File: config.mk
export PLATFORM = sky130hd
export DESIGN_NAME = mist1032isa_sync_fifo
export DESIGN_NICKNAME = d
export VERILOG_FILES = /design/src/rtl/mist1032isa_sync_fifo_ram.sv /design/src/rtl/mist1032isa_sync_fifo.sv
export SDC_FILE = /design/constraint.sdc
export NUM_CORES = 1
export LEC_CHECK = 0
export ABC_AREA = 1
export CORE_MARGIN = 3
export CORE_UTILIZATION = 35
export DETAILED_ROUTE_END_ITERATION = 8
export GPL_TIMING_DRIVEN = 0
export HOLD_SLACK_MARGIN = 0.12
export PLACE_DENSITY_LB_ADDON = 0.08
export SLEW_MARGIN = 10
export SYNTH_ARGS = -nofsm -noshare
export SYNTH_HDL_FRONTEND = slang
export SYNTH_SLANG_ARGS = --single-unit
export TNS_END_PERCENT = 30
File: constraint.sdc
create_clock -name iCLOCK -period 5.26 [get_ports iCLOCK]
set_input_delay 1.578 -clock iCLOCK [delete_from_list [all_inputs] [get_ports iCLOCK]]
set_output_delay 1.578 -clock iCLOCK [all_outputs]
set_load 0.03 [all_outputs]
File: src/rtl/mist1032isa_sync_fifo_ram.sv
// Storage array for mist1032isa_sync_fifo: DEPTH x N, one synchronous write port
// and one asynchronous (show-ahead) read port. Contents are never reset.
module mist1032isa_sync_fifo_ram #(
    parameter int N     = 16,
    parameter int DEPTH = 16,
    parameter int D_N   = 4
) (
    input  logic           iCLOCK,
    input  logic           iWE,
    input  logic [D_N-1:0] iWADDR,
    input  logic [N-1:0]   iWDATA,
    input  logic [D_N-1:0] iRADDR,
    output logic [N-1:0]   oRDATA
);

    logic [N-1:0] mem_q [DEPTH];

    always_ff @(posedge iCLOCK) begin
        if (iWE) begin
            mem_q[iWADDR] <= iWDATA;
        end
    end

    assign oRDATA = mem_q[iRADDR];

endmodule

File: src/rtl/mist1032isa_sync_fifo.sv
// Synchronous show-ahead FIFO with occupancy count and threshold flags.
// Define MIST1032ISA_SYNC_FIFO_ERROR_EN to build sticky overflow/underflow flags.
module mist1032isa_sync_fifo #(
    parameter int N        = 16,
    parameter int DEPTH    = 16,
    parameter int D_N      = 4,
    parameter int AF_LEVEL = 12,
    parameter int AE_LEVEL = 2
) (
    input  logic         iCLOCK,
    input  logic         iRESET_SYNC,
    input  logic         iREMOVE,
    input  logic         iWR_EN,
    input  logic [N-1:0] iWR_DATA,
    output logic         oWR_FULL,
    output logic         oWR_ALMOST_FULL,
    input  logic         iRD_EN,
    output logic [N-1:0] oRD_DATA,
    output logic         oRD_EMPTY,
    output logic         oRD_ALMOST_EMPTY,
    output logic [D_N:0] oCOUNT,
    output logic         oOVERFLOW,
    output logic         oUNDERFLOW
);

    localparam logic [D_N:0] FULL_CNT = (D_N+1)'(DEPTH);
    localparam logic [D_N:0] AF_CNT   = (D_N+1)'(AF_LEVEL);
    localparam logic [D_N:0] AE_CNT   = (D_N+1)'(AE_LEVEL);
    localparam logic [D_N:0] PTR_ONE  = (D_N+1)'(1);

    logic [D_N:0] wr_ptr_q, wr_ptr_d;
    logic [D_N:0] rd_ptr_q, rd_ptr_d;
    logic [D_N:0] count;
    logic         full, empty;
    logic         wr_acc, rd_acc;

    // Extra pointer bit distinguishes full from empty, so all DEPTH entries are usable.
    assign count  = wr_ptr_q - rd_ptr_q;
    assign full   = (count == FULL_CNT);
    assign empty  = (count == '0);
    assign wr_acc = iWR_EN && !full;
    assign rd_acc = iRD_EN && !empty;

    always_comb begin
        wr_ptr_d = wr_ptr_q;
        rd_ptr_d = rd_ptr_q;
        if (iREMOVE) begin
            wr_ptr_d = '0;
            rd_ptr_d = '0;
        end else begin
            if (wr_acc) wr_ptr_d = wr_ptr_q + PTR_ONE;
            if (rd_acc) rd_ptr_d = rd_ptr_q + PTR_ONE;
        end
    end

    always_ff @(posedge iCLOCK) begin
        if (iRESET_SYNC) begin
            wr_ptr_q <= '0;
            rd_ptr_q <= '0;
        end else begin
            wr_ptr_q <= wr_ptr_d;
            rd_ptr_q <= rd_ptr_d;
        end
    end

    mist1032isa_sync_fifo_ram #(
        .N     (N),
        .DEPTH (DEPTH),
        .D_N   (D_N)
    ) u_ram (
        .iCLOCK (iCLOCK),
        .iWE    (wr_acc && !iREMOVE && !iRESET_SYNC),
        .iWADDR (wr_ptr_q[D_N-1:0]),
        .iWDATA (iWR_DATA),
        .iRADDR (rd_ptr_q[D_N-1:0]),
        .oRDATA (oRD_DATA)
    );

    assign oWR_FULL         = full;
    assign oWR_ALMOST_FULL  = (count >= AF_CNT);
    assign oRD_EMPTY        = empty;
    assign oRD_ALMOST_EMPTY = (count <= AE_CNT);
    assign oCOUNT           = count;

`ifdef MIST1032ISA_SYNC_FIFO_ERROR_EN
    logic ovf_q, ovf_d;
    logic unf_q, unf_d;

    always_comb begin
        ovf_d = ovf_q || (iWR_EN && full);
        unf_d = unf_q || (iRD_EN && empty);
        if (iREMOVE) begin
            ovf_d = 1'b0;
            unf_d = 1'b0;
        end
    end

    always_ff @(posedge iCLOCK) begin
        if (iRESET_SYNC) begin
            ovf_q <= 1'b0;
            unf_q <= 1'b0;
        end else begin
            ovf_q <= ovf_d;
            unf_q <= unf_d;
        end
    end

    assign oOVERFLOW  = ovf_q;
    assign oUNDERFLOW = unf_q;
`else
    assign oOVERFLOW  = 1'b0;
    assign oUNDERFLOW = 1'b0;
`endif

endmodule

==> results of run 1 <==
==> state kept, by name, summed over array words and instances, names as in the netlist, named ones only <==
signal       count
u_ram.mem_q    256
wr_ptr_q         5
rd_ptr_q         5
==> path summary, 6_finish.rpt <==
path | startpoint | endpoint | slack (ns)
hold / removal | rd_ptr_q[3] | rd_ptr_q[3] | 0.54
hold reg to reg | rd_ptr_q[3] | rd_ptr_q[3] | 0.54
setup reg to reg | wr_ptr_q[0] | u_ram.mem_q[12][3] | 1.86
setup / recovery | register | oRD_DATA[0] | 0.36
==> synth_stat cells, drive strengths merged <==
cell type,number
clkbuf,27
inv,24
nor4,1
o211ai,64
dfxtp,14
nand3,35
conb,1
o21ai,141
xnor2,2
nor2,231
buf,31
a21oi,11
xor2,1
fa,1
nor3,1
ha,9
edfxtp,256
nand2,62
nand3b,1
==> through the flow <==
stage	total power [W]	util
finish	0.00495	0.422
global route	0.00512	0.422
CTS	0.00498	0.422
detailed placement	0.00305	0.393
global placement	0.00305	0.390
floorplan	0.00278	-
==> cell usage in the layout (no fill, tap or decap), types with 3 or more instances in the layout <==
| cell | count |
|---|---|
| edfxtp_1 | 256 |
| nor2_1 | 214 |
| o21ai_0 | 104 |
| o211ai_1 | 64 |
| nand2_1 | 60 |
| clkdlybuf4s50_1 | 45 |
| o21ai_1 | 37 |
| clkbuf_1 | 36 |
| nand3_1 | 32 |
| clkbuf_16 | 29 |
| inv_1 | 23 |
| dfxtp_1 | 14 |
| nor2_2 | 12 |
| a21oi_1 | 10 |
| buf_2 | 10 |
| buf_4 | 9 |
| ha_1 | 9 |
| buf_6 | 7 |
| buf_1 | 6 |
| clkinv_1 | 6 |
| nor2_4 | 5 |
| clkinv_2 | 4 |
| buf_8 | 3 |
==> worst max-delay path: stages, from the launching register on <==
cell             delay, ns
dfxtp_1               0.32
buf_2                 0.30
clkbuf_1              0.66
o21ai_0               0.18
o21ai_0               0.35
o211ai_1              0.12
nand2_1               0.14
clkdlybuf4s50_1       0.69
==> report_power, final <==
part / leakage (nW) / internal, W / total (W) / switching, W
Sequential: 2.42 / 0.00236 / 0.00237 / 0.00000655
Clock: 0.431 / 0.00111 / 0.00195 / 0.000833
Combinational: 1.36 / 0.000207 / 0.000630 / 0.000423
==> cells by family after synthesis <==
family	count (synthesis)
flops	270
compound gates	216
other cells	1
xor+xnor	3
fa+ha+maj	10
buf+inv	82
simple gates	331
==> per-layer routing <==
metal	routed length (um)	GRT usage	vias up	part of all wire
met5	0	0	-	0
met4	765	0.0478	0	0.023
met3	2250	0.0284	47	0.068
met2	15400	0.320	242	0.47
met1	14600	0.276	3581	0.44
li1	-	-	3447	-
==> layout make-up <==
type / count / area [um^2] / share of cell area
clock buffers: 38 / 759 / 0.0581
clock inverters: 14 / 130 / 0.00995
well taps: 396 / 495 / 0.0379
inverters: 24 / 90.1 / 0.00689
flip-flops and latches: 270 / 7970 / 0.609
multi-input cells: 562 / 2820 / 0.216
plain buffers: 58 / 309 / 0.0236
repair buffers: 49 / 507 / 0.0387
==> reports/metrics.csv, run 1 <==
stage,metric,value,unit
timing,rsz0062_at_grt,no,
placed_design,io_buffers,45,
timing,hold_ws,0.536,ns
floorplan,placementRows,64,
clock_tree,root_buffer,clkbuf_16,
critical_path,critPathMaxFanout,10,
timing,worst_slack,0.357,ns
logic_synthesis,synth_xor_area_frac,0.00303,
floorplan,die_h,184,um
logic_synthesis,synth_top_cell_area_share,0.690,
floorplan,dieArea,34000,um^2
logic_synthesis,synthSimpleGateAreaFrac,0.123,
logic_synthesis,synth_compound_area_frac,0.112,
logic_synthesis,syn-cell-area,11100,um^2
detailed_routing,vias_per_cell,5.19,
global_route,antenna_found_initial,0,
critical_path,path_class,reg -> out,
timing,hold_viol_final,0,
run_status,status,"complete, no violations",
floorplan,die_w,184,um
critical_path,required,3.68,ns
detailed_routing,drc,0,
clock_tree,clock-sinks,270,
timing,final_max_slew_viol_count,0,
cells_and_area,final_area,13100,um^2
critical_path,crit_path_start_kind,register,
critical_path,r2r.worst_path.cells,9,
logic_synthesis,synthAdderAreaFrac,0.0119,
logic_synthesis,synth.distinct_cells,32,
clock_tree,cts_tree,yes,
global_route,grt_max_degree,17,
detailed_routing,vias,7317,
cells_and_area,areaGrowthSynthToFinish,17.3,%
logic_synthesis,synth_cells,913,
placed_design,post-place-ws,0.924,ns
timing,period_minus_slack,4.90,ns
timing,finalClockSkew,0.0165,ns
timing,fmax,204,MHz
logic_synthesis,yosysTopAreaCell,edfxtp_1,
logic_synthesis,avgSynthCellArea,12.2,um^2
global_route,track_usage,0.195,
timing,setup_violations,0,
logic_synthesis,synth_top_family_by_area,simple AND/OR/NAND/NOR gates,
logic_synthesis,synth_seq_cells,270,
critical_path,worstPathArrival,3.32,ns
detailed_routing,postRouteAntennaNets,0,
worst_hold_path,hold_path.class,reg -> reg,
timing,final.setup.tns,0,ns
clock_tree,clk_path_buf_depth,3,
clock_tree,post-cts-setup-buffers,0,
global_route,grt_pass1_vias,7167,
clock_tree,clkTransAtPathRegs,0.06,ns
clock_tree,cts_resized,0,
detailed_routing,drtIter0Drc,676,
logic_synthesis,synth.area.top_cells,"edfxtp_1 (69%), nor2_1 (7.4%), o21ai_0 (4.7%)",
pwr,vdd_drop_max,0.251,mV
logic_synthesis,ys_seq_area_frac,0.715,
detailed_routing,drtPass1Iterations,5,
detailed_routing,detail_route.wl_per_cell,23.4,um
cells_and_area,num_antenna_cells,0,
clock_tree,holdBufCountCts,0,
cells_and_area,final_cells,1411,
floorplan,initial_core_util,0.360,
clock_tree,tritoncts.num_buffers,29,
clock_tree,htree_levels,1,
timing,relSlewSlack,0.167,
logic_synthesis,yosysWarnings,0,
clock_tree,worstSkewPairLatency,0.56,ns
placed_design,dpl_cell_area,12200,um^2
run,cap_viol_max_count,0,
placed_design,gp_congestion,0.781,
floorplan,core,31000,um^2
global_route,gr-total-overflow,0,
critical_path,worstSetupEndpointType,output port,
detailed_routing,drt_wl_total,33000,um
timing,worstMarginPinSlew,1.25,ns
cells_and_area,nFillCells,2904,
global_route,grt_pass1_wl,48400,um
cells_and_area,final_nets,1025,
pwr,power.density,378,nW/um^2
timing,period_share,0.932,
pwr,leakagePower,4.21,nW
placed_design,placed_cells,1359,
logic_synthesis,muxShareOfSynthArea,0,
floorplan,io_pins,48,
placed_design,place_hpwl,21100,um
cells_and_area,drive_gt1_frac,0.0897,
worst_hold_path,worstHoldPathCells,2,
(Power assumes the default switching activity.)
==> inputs of run 2 (changes only) <==
--- a/config.mk
+++ b/config.mk
@@ -7,7 +7,7 @@
 export LEC_CHECK = 0
 export ABC_AREA = 1
 export CORE_MARGIN = 3
-export CORE_UTILIZATION = 35
+export CORE_UTILIZATION = 30
 export DETAILED_ROUTE_END_ITERATION = 8
 export GPL_TIMING_DRIVEN = 0
 export HOLD_SLACK_MARGIN = 0.12
@@ -15,5 +15,6 @@
 export SLEW_MARGIN = 10
 export SYNTH_ARGS = -nofsm -noshare
 export SYNTH_HDL_FRONTEND = slang
+export SYNTH_HIERARCHICAL = 1
 export SYNTH_SLANG_ARGS = --single-unit
 export TNS_END_PERCENT = 30
==> constraint.sdc (replaced) <==
create_clock -name iCLOCK -period 6 [get_ports iCLOCK]
set_input_delay 1.8 -clock iCLOCK [delete_from_list [all_inputs] [get_ports iCLOCK]]
set_output_delay 1.8 -clock iCLOCK [all_outputs]
set_load 0.03 [all_outputs]
==> reports/metrics.csv, run 2 <==
stage,metric,value,unit
run_status,status,"complete, no violations",
clock_tree,cts_resized,0,
detailed_routing,drt_wl_total,33900,um
pwr,p_int,0.00321,W
pwr,clkPwrFrac,0.394,
critical_path,reg2reg_from,rd_ptr_q[0],
cells_and_area,areaGrowthSynthToFinish,19.2,%
pwr,pwr-share-seq,0.474,
critical_path,path_class,reg -> out,
global_route,grt_max_degree,17,
critical_path,required,4.20,ns
placed_design,place_hpwl,23900,um
logic_synthesis,synth_edf_count,256,
critical_path,critPathMaxFanout,10,
placed_design,io_buffers,45,
detailed_routing,drtIter0Drc,489,
timing,period_minus_slack,5.12,ns
cells_and_area,top_register,u_ram/mem_q,
floorplan,placementRows,72,
logic_synthesis,synth.area.top_cells,"edfxtp_1 (64%), nand2_1 (12%), nand3_1 (8.5%)",
timing,final.setup.tns,0,ns
logic_synthesis,avgSynthCellArea,10.0,um^2
detailed_routing,vias_per_cell,4.36,
timing,worst_slack,0.883,ns
clock_tree,holdBufCountCts,0,
cells_and_area,drive_gt1_frac,0.103,
cells_and_area,seqCellArea,7890,um^2
logic_synthesis,synth_top_cell_area_share,0.644,
timing,finalClockSkew,0.00662,ns
timing,period_share,0.853,
detailed_routing,postRouteAntennaNets,0,
clock_tree,htree_levels,1,
clock_tree,worstSkewPairLatency,0.56,ns
cells_and_area,final_common_cell,nand2_1,
logic_synthesis,syn-cell-area,11900,um^2
floorplan,core,39000,um^2
pwr,swShare,0.259,
timing,final_max_slew_viol_count,0,
pwr,power.switching,0.00112,W
pwr,vdd_drop_max,0.206,mV
worst_hold_path,hold_path.class,reg -> reg,
placed_design,post-place-ws,1.46,ns
clock_tree,clock-sinks,266,
logic_synthesis,yosysTopAreaCell,edfxtp_1,
logic_synthesis,yosysWarnings,6,
clock_tree,clkTransAtPathRegs,0.05,ns
logic_synthesis,synth_seq_cells,266,
floorplan,die_h,206,um
floorplan,io_pins,48,
detailed_routing,detail_route.wl_per_cell,18.6,um
timing,fmax,195,MHz
detailed_routing,drtPass1Iterations,4,
critical_path,crit_path_start_kind,register,
floorplan,die_w,206,um
cells_and_area,largestRegisters,"u_ram/mem_q: 256 flops, rd_ptr_q: 5 flops, wr_ptr_q: 5 flops",
critical_path,worstSetupEndpointType,output port,
floorplan,initial_core_util,0.306,
cells_and_area,final_nets,1313,
timing,relSlewSlack,0.422,
logic_synthesis,synth.most_common_cell,nand2_1,
global_route,antenna_found_initial,0,
pwr,leakagePower,5.92,nW
pwr,power.density,304,nW/um^2
clock_tree,post-cts-setup-buffers,0,
cells_and_area,multiInputGateArea,2910,um^2
run,cap_viol_max_count,0,
clock_tree,cts_tree,yes,
logic_synthesis,synth.distinct_cells,28,
logic_synthesis,ys_seq_area_frac,0.661,
detailed_routing,vias,7952,
timing,rsz0062_at_grt,no,
critical_path,worstPathArrival,3.32,ns
cells_and_area,most-common-layout-cells,"nand2_1 (368), edfxtp_1 (256), inv_1 (219)",
clock_tree,root_buffer,clkbuf_16,
logic_synthesis,netlist_top_cells_count,"nand2_1 (368), edfxtp_1 (256), inv_1 (219)",
global_route,track_usage,0.162,
logic_synthesis,async_reset_ff_frac,0,
global_route,grt_pass1_vias,7620,
floorplan,dieArea,42200,um^2
placed_design,gp_congestion,0.743,
logic_synthesis,synth_cells,1190,
timing,setup_violations,0,
global_route,grt_pass1_wl,50400,um
critical_path,critPathLaunch,rd_ptr_q[0],
cells_and_area,nFillCells,3892,
cells_and_area,largest_register_ffs,256,
clock_tree,clk_path_buf_depth,3,
global_route,gr-total-overflow,0,
clock_tree,tritoncts.num_buffers,31,
worst_hold_path,min_from,rd_ptr_q[4],
pwr,pwr-share-comb,0.132,
timing,worstMarginPinSlew,0.867,ns
detailed_routing,drc,0,
logic_synthesis,synth_ff_type,edfxtp_1,
timing,hold_viol_final,0,
run 2: cells by family (layout without fill, tap and decap cells):
family / after synthesis / count (layout) / synth area share
simple gates: 624 / 624 / 0.225
buf+inv: 277 / 392 / 0.0993
flops: 266 / 266 / 0.661
compound gates: 14 / 14 / 0.00587
fa+ha+maj: 7 / 7 / 0.00796
other cells: 1 / 3 / 0.000314
xor+xnor: 1 / 1 / 0.00136
run 2: metal layers:
layer | GRT usage | part of all wire | vias to the layer above
met5 | 0 | 0 | -
met4 | 0.0322 | 0.019 | 0
met3 | 0.0180 | 0.029 | 47
met2 | 0.266 | 0.46 | 110
met1 | 0.234 | 0.49 | 3780
li1 | - | - | 4015
run 2: final timing paths:
path | slack (ns) | cells after the start | to
setup reg to reg | 2.43 | 13 | u_ram/mem_q[7][12]
hold reg to reg | 0.55 | 2 | rd_ptr_q[4]
hold / removal | 0.55 | 2 | rd_ptr_q[4]
setup / recovery | 0.88 | 9 | oRD_EMPTY
run 2: metrics by stage:
step           total power (W)  hold WS, ns   util  cells  area, um^2
6_report               0.00433        0.547  0.365   1825       14200
3_5_place_dp           0.00267        0.537  0.342   1770       13300
2_1_floorplan          0.00242        0.496      -   1191       11900
3_3_place_gp           0.00267        0.528  0.334   1754       13000
4_1_cts                0.00439        0.546  0.365   1824       14200
5_1_grt                0.00451        0.586  0.365   1824       14200
run 2: layout make-up:
class                           instances  area share
Clock buffer                           36      0.0558
Timing Repair Buffer                   61      0.0491
Inverter                              221      0.0583
Buffer                                 56      0.0250
Antenna cell                            1    0.000176
Clock inverter                         18     0.00764
Multi-Input combinational cell        648       0.204
Tap cell                              518      0.0455
Sequential cell                       266       0.554
run 2: critical path: stages (launching register included):
cell	delay, ns
dfxtp_1	0.60
ha_1	0.23
inv_1	0.07
fa_1	0.45
xor2_2	0.22
nor2_2	0.19
nand3_2	0.13
buf_6	0.16
inv_1	0.05
clkdlybuf4s50_1	0.65
run 2: power groups by stage:
stage	registers [W]	logic (W)	clock network, W
floorplan	0.00209	0.000335	0
global placement	0.00209	0.000576	0
detailed placement	0.00209	0.000582	0
CTS	0.00205	0.000583	0.00176
global route	0.00205	0.000626	0.00183
finish	0.00205	0.000572	0.00170
==> inputs of run 3 (changes only) <==
--- a/config.mk
+++ b/config.mk
@@ -7,7 +7,7 @@
 export LEC_CHECK = 0
 export ABC_AREA = 1
 export CORE_MARGIN = 3
-export CORE_UTILIZATION = 30
+export CORE_UTILIZATION = 65
 export DETAILED_ROUTE_END_ITERATION = 8
 export GPL_TIMING_DRIVEN = 0
 export HOLD_SLACK_MARGIN = 0.12
==> reports/metrics.csv, run 3 (same netlist as run 2, synthesis figures left out) <==
stage,metric,value,unit
run_status,status,"complete, no violations",
floorplan,initial_core_util,0.676,
global_route,track_usage,0.303,
pwr,pwr-share-seq,0.485,
cells_and_area,largestRegisters,"u_ram/mem_q: 256 flops, rd_ptr_q: 5 flops, wr_ptr_q: 5 flops",
global_route,gr-total-overflow,0,
placed_design,io_buffers,45,
timing,relSlewSlack,0.293,
placed_design,place_hpwl,20000,um
pwr,p_int,0.00319,W
clock_tree,clock-sinks,266,
critical_path,required,4.20,ns
floorplan,placementRows,48,
cells_and_area,nFillCells,1109,
cells_and_area,most-common-layout-cells,"nand2_1 (368), edfxtp_1 (256), inv_1 (219)",
critical_path,reg2reg_from,rd_ptr_q[0],
timing,setup_violations,0,
timing,rsz0062_at_grt,no,
global_route,grt_pass1_wl,45400,um
detailed_routing,vias,8605,
clock_tree,holdBufCountCts,0,
pwr,leakagePower,5.86,nW
critical_path,critPathLaunch,rd_ptr_q[0],
clock_tree,clkTransAtPathRegs,0.06,ns
run,cap_viol_max_count,0,
pwr,clkPwrFrac,0.382,
timing,fmax,199,MHz
clock_tree,clk_path_buf_depth,3,
global_route,grt_max_degree,17,
critical_path,rrSetupSlack,2.41,ns
worst_hold_path,holdPathEnd,rd_ptr_q[4],
floorplan,core,17700,um^2
cells_and_area,final_nets,1307,
cells_and_area,final_cells,1524,
clock_tree,tritoncts.num_buffers,27,
timing,period_minus_slack,5.04,ns
critical_path,worstPathArrival,3.24,ns
critical_path,critPathMaxFanout,10,
pwr,power.density,307,nW/um^2
placed_design,gp_congestion,0.890,
global_route,grt_pass1_vias,8314,
clock_tree,htree_levels,1,
floorplan,die_w,142,um
worst_hold_path,min_from,rd_ptr_q[4],
critical_path,path_class,reg -> out,
cells_and_area,top_register,u_ram/mem_q,
timing,hold_ws,0.552,ns
floorplan,io_pins,48,
placed_design,placed_cells,1475,
floorplan,die_h,142,um
critical_path,r2r_end,u_ram/mem_q[11][0],
global_route,antenna_found_initial,0,
cells_and_area,largest_register_ffs,256,
pwr,pwr-share-comb,0.133,
detailed_routing,vias_per_cell,5.65,
timing,finalClockSkew,0.0101,ns
floorplan,dieArea,20000,um^2
detailed_routing,drtIter0Drc,1291,
cells_and_area,drive_gt1_frac,0.0970,
detailed_routing,drc,0,
worst_hold_path,hold_path.class,reg -> reg,
timing,worstMarginPinSlew,1.06,ns
pwr,power.switching,0.00104,W
clock_tree,post-cts-setup-buffers,0,
critical_path,worstSetupEndpointType,output port,
cells_and_area,num_antenna_cells,0,
clock_tree,cts_resized,0,
clock_tree,cts_tree,yes,
clock_tree,worstSkewPairLatency,0.53,ns
detailed_routing,drtPass1Iterations,5,
critical_path,crit_path_start_kind,register,
pwr,swShare,0.246,
timing,final.setup.tns,0,ns
clock_tree,root_buffer,clkbuf_16,
timing,final_max_slew_viol_count,0,
detailed_routing,drt_wl_total,30100,um
worst_hold_path,worstHoldPathCells,2,
timing,period_share,0.839,
detailed_routing,detail_route.wl_per_cell,19.7,um
cells_and_area,final_common_cell,nand2_1,
timing,hold_viol_final,0,
detailed_routing,postRouteAntennaNets,0,
pwr,vdd_drop_max,0.286,mV
cells_and_area,areaGrowthSynthToFinish,15.4,%
critical_path,r2r.worst_path.cells,12,
## run 3: area by class of cell
type	count	area, um^2	area share
plain buffers	56	357	0.0259
clock inverters	12	139	0.0101
clock buffers	37	713	0.0518
well taps	225	282	0.0204
multi-input cells	648	2910	0.211
inverters	221	830	0.0602
flip-flops and latches	266	7890	0.572
repair buffers	59	662	0.0480
## run 3: worst max path at each step
stage	endpoint	slack, ns
floorplan	oWR_ALMOST_FULL	1.87
global placement	u_ram/mem_q[12][4]	1.34
detailed placement	oRD_EMPTY	1.53
CTS	oRD_EMPTY	0.94
global route	oRD_EMPTY	0.82
finish	oRD_EMPTY	0.96
## run 3: critical path, cell delays in order, from the launching register on
cell and delay (ns):
dfxtp_1 0.57, ha_1 0.22, inv_1 0.07, fa_1 0.45
xor2_2 0.22, nor2_2 0.18, nand3_2 0.12, buf_6 0.15
inv_1 0.05, clkdlybuf4s50_1 0.66
## run 3: per-stage QoR
step,utilization,setup slack [ns],instance area [um^2],total power (W)
2_1_floorplan,-,1.87,11900,0.00242
4_1_cts,0.780,0.944,13800,0.00424
6_report,0.780,0.963,13800,0.00423
5_1_grt,0.780,0.822,13800,0.00436
3_5_place_dp,0.732,1.53,12900,0.00264
3_3_place_gp,0.718,1.34,12700,0.00263
## run 3: metal layers
metal | vias up | wire length, um | GRT usage
li1 | 4003 | - | -
met1 | 3974 | 11200 | 0.402
met2 | 552 | 14300 | 0.502
met3 | 76 | 3440 | 0.0489
met4 | 0 | 1160 | 0.129
met5 | - | 0 | 0
## run 3: power by group through the flow
stage / clock [W] / sequential (W) / combinational [W]
finish: 0.00162 / 0.00205 / 0.000562
global route: 0.00170 / 0.00205 / 0.000601
CTS: 0.00163 / 0.00205 / 0.000554
detailed placement: 0 / 0.00209 / 0.000549
global placement: 0 / 0.00209 / 0.000536
floorplan: 0 / 0.00209 / 0.000335
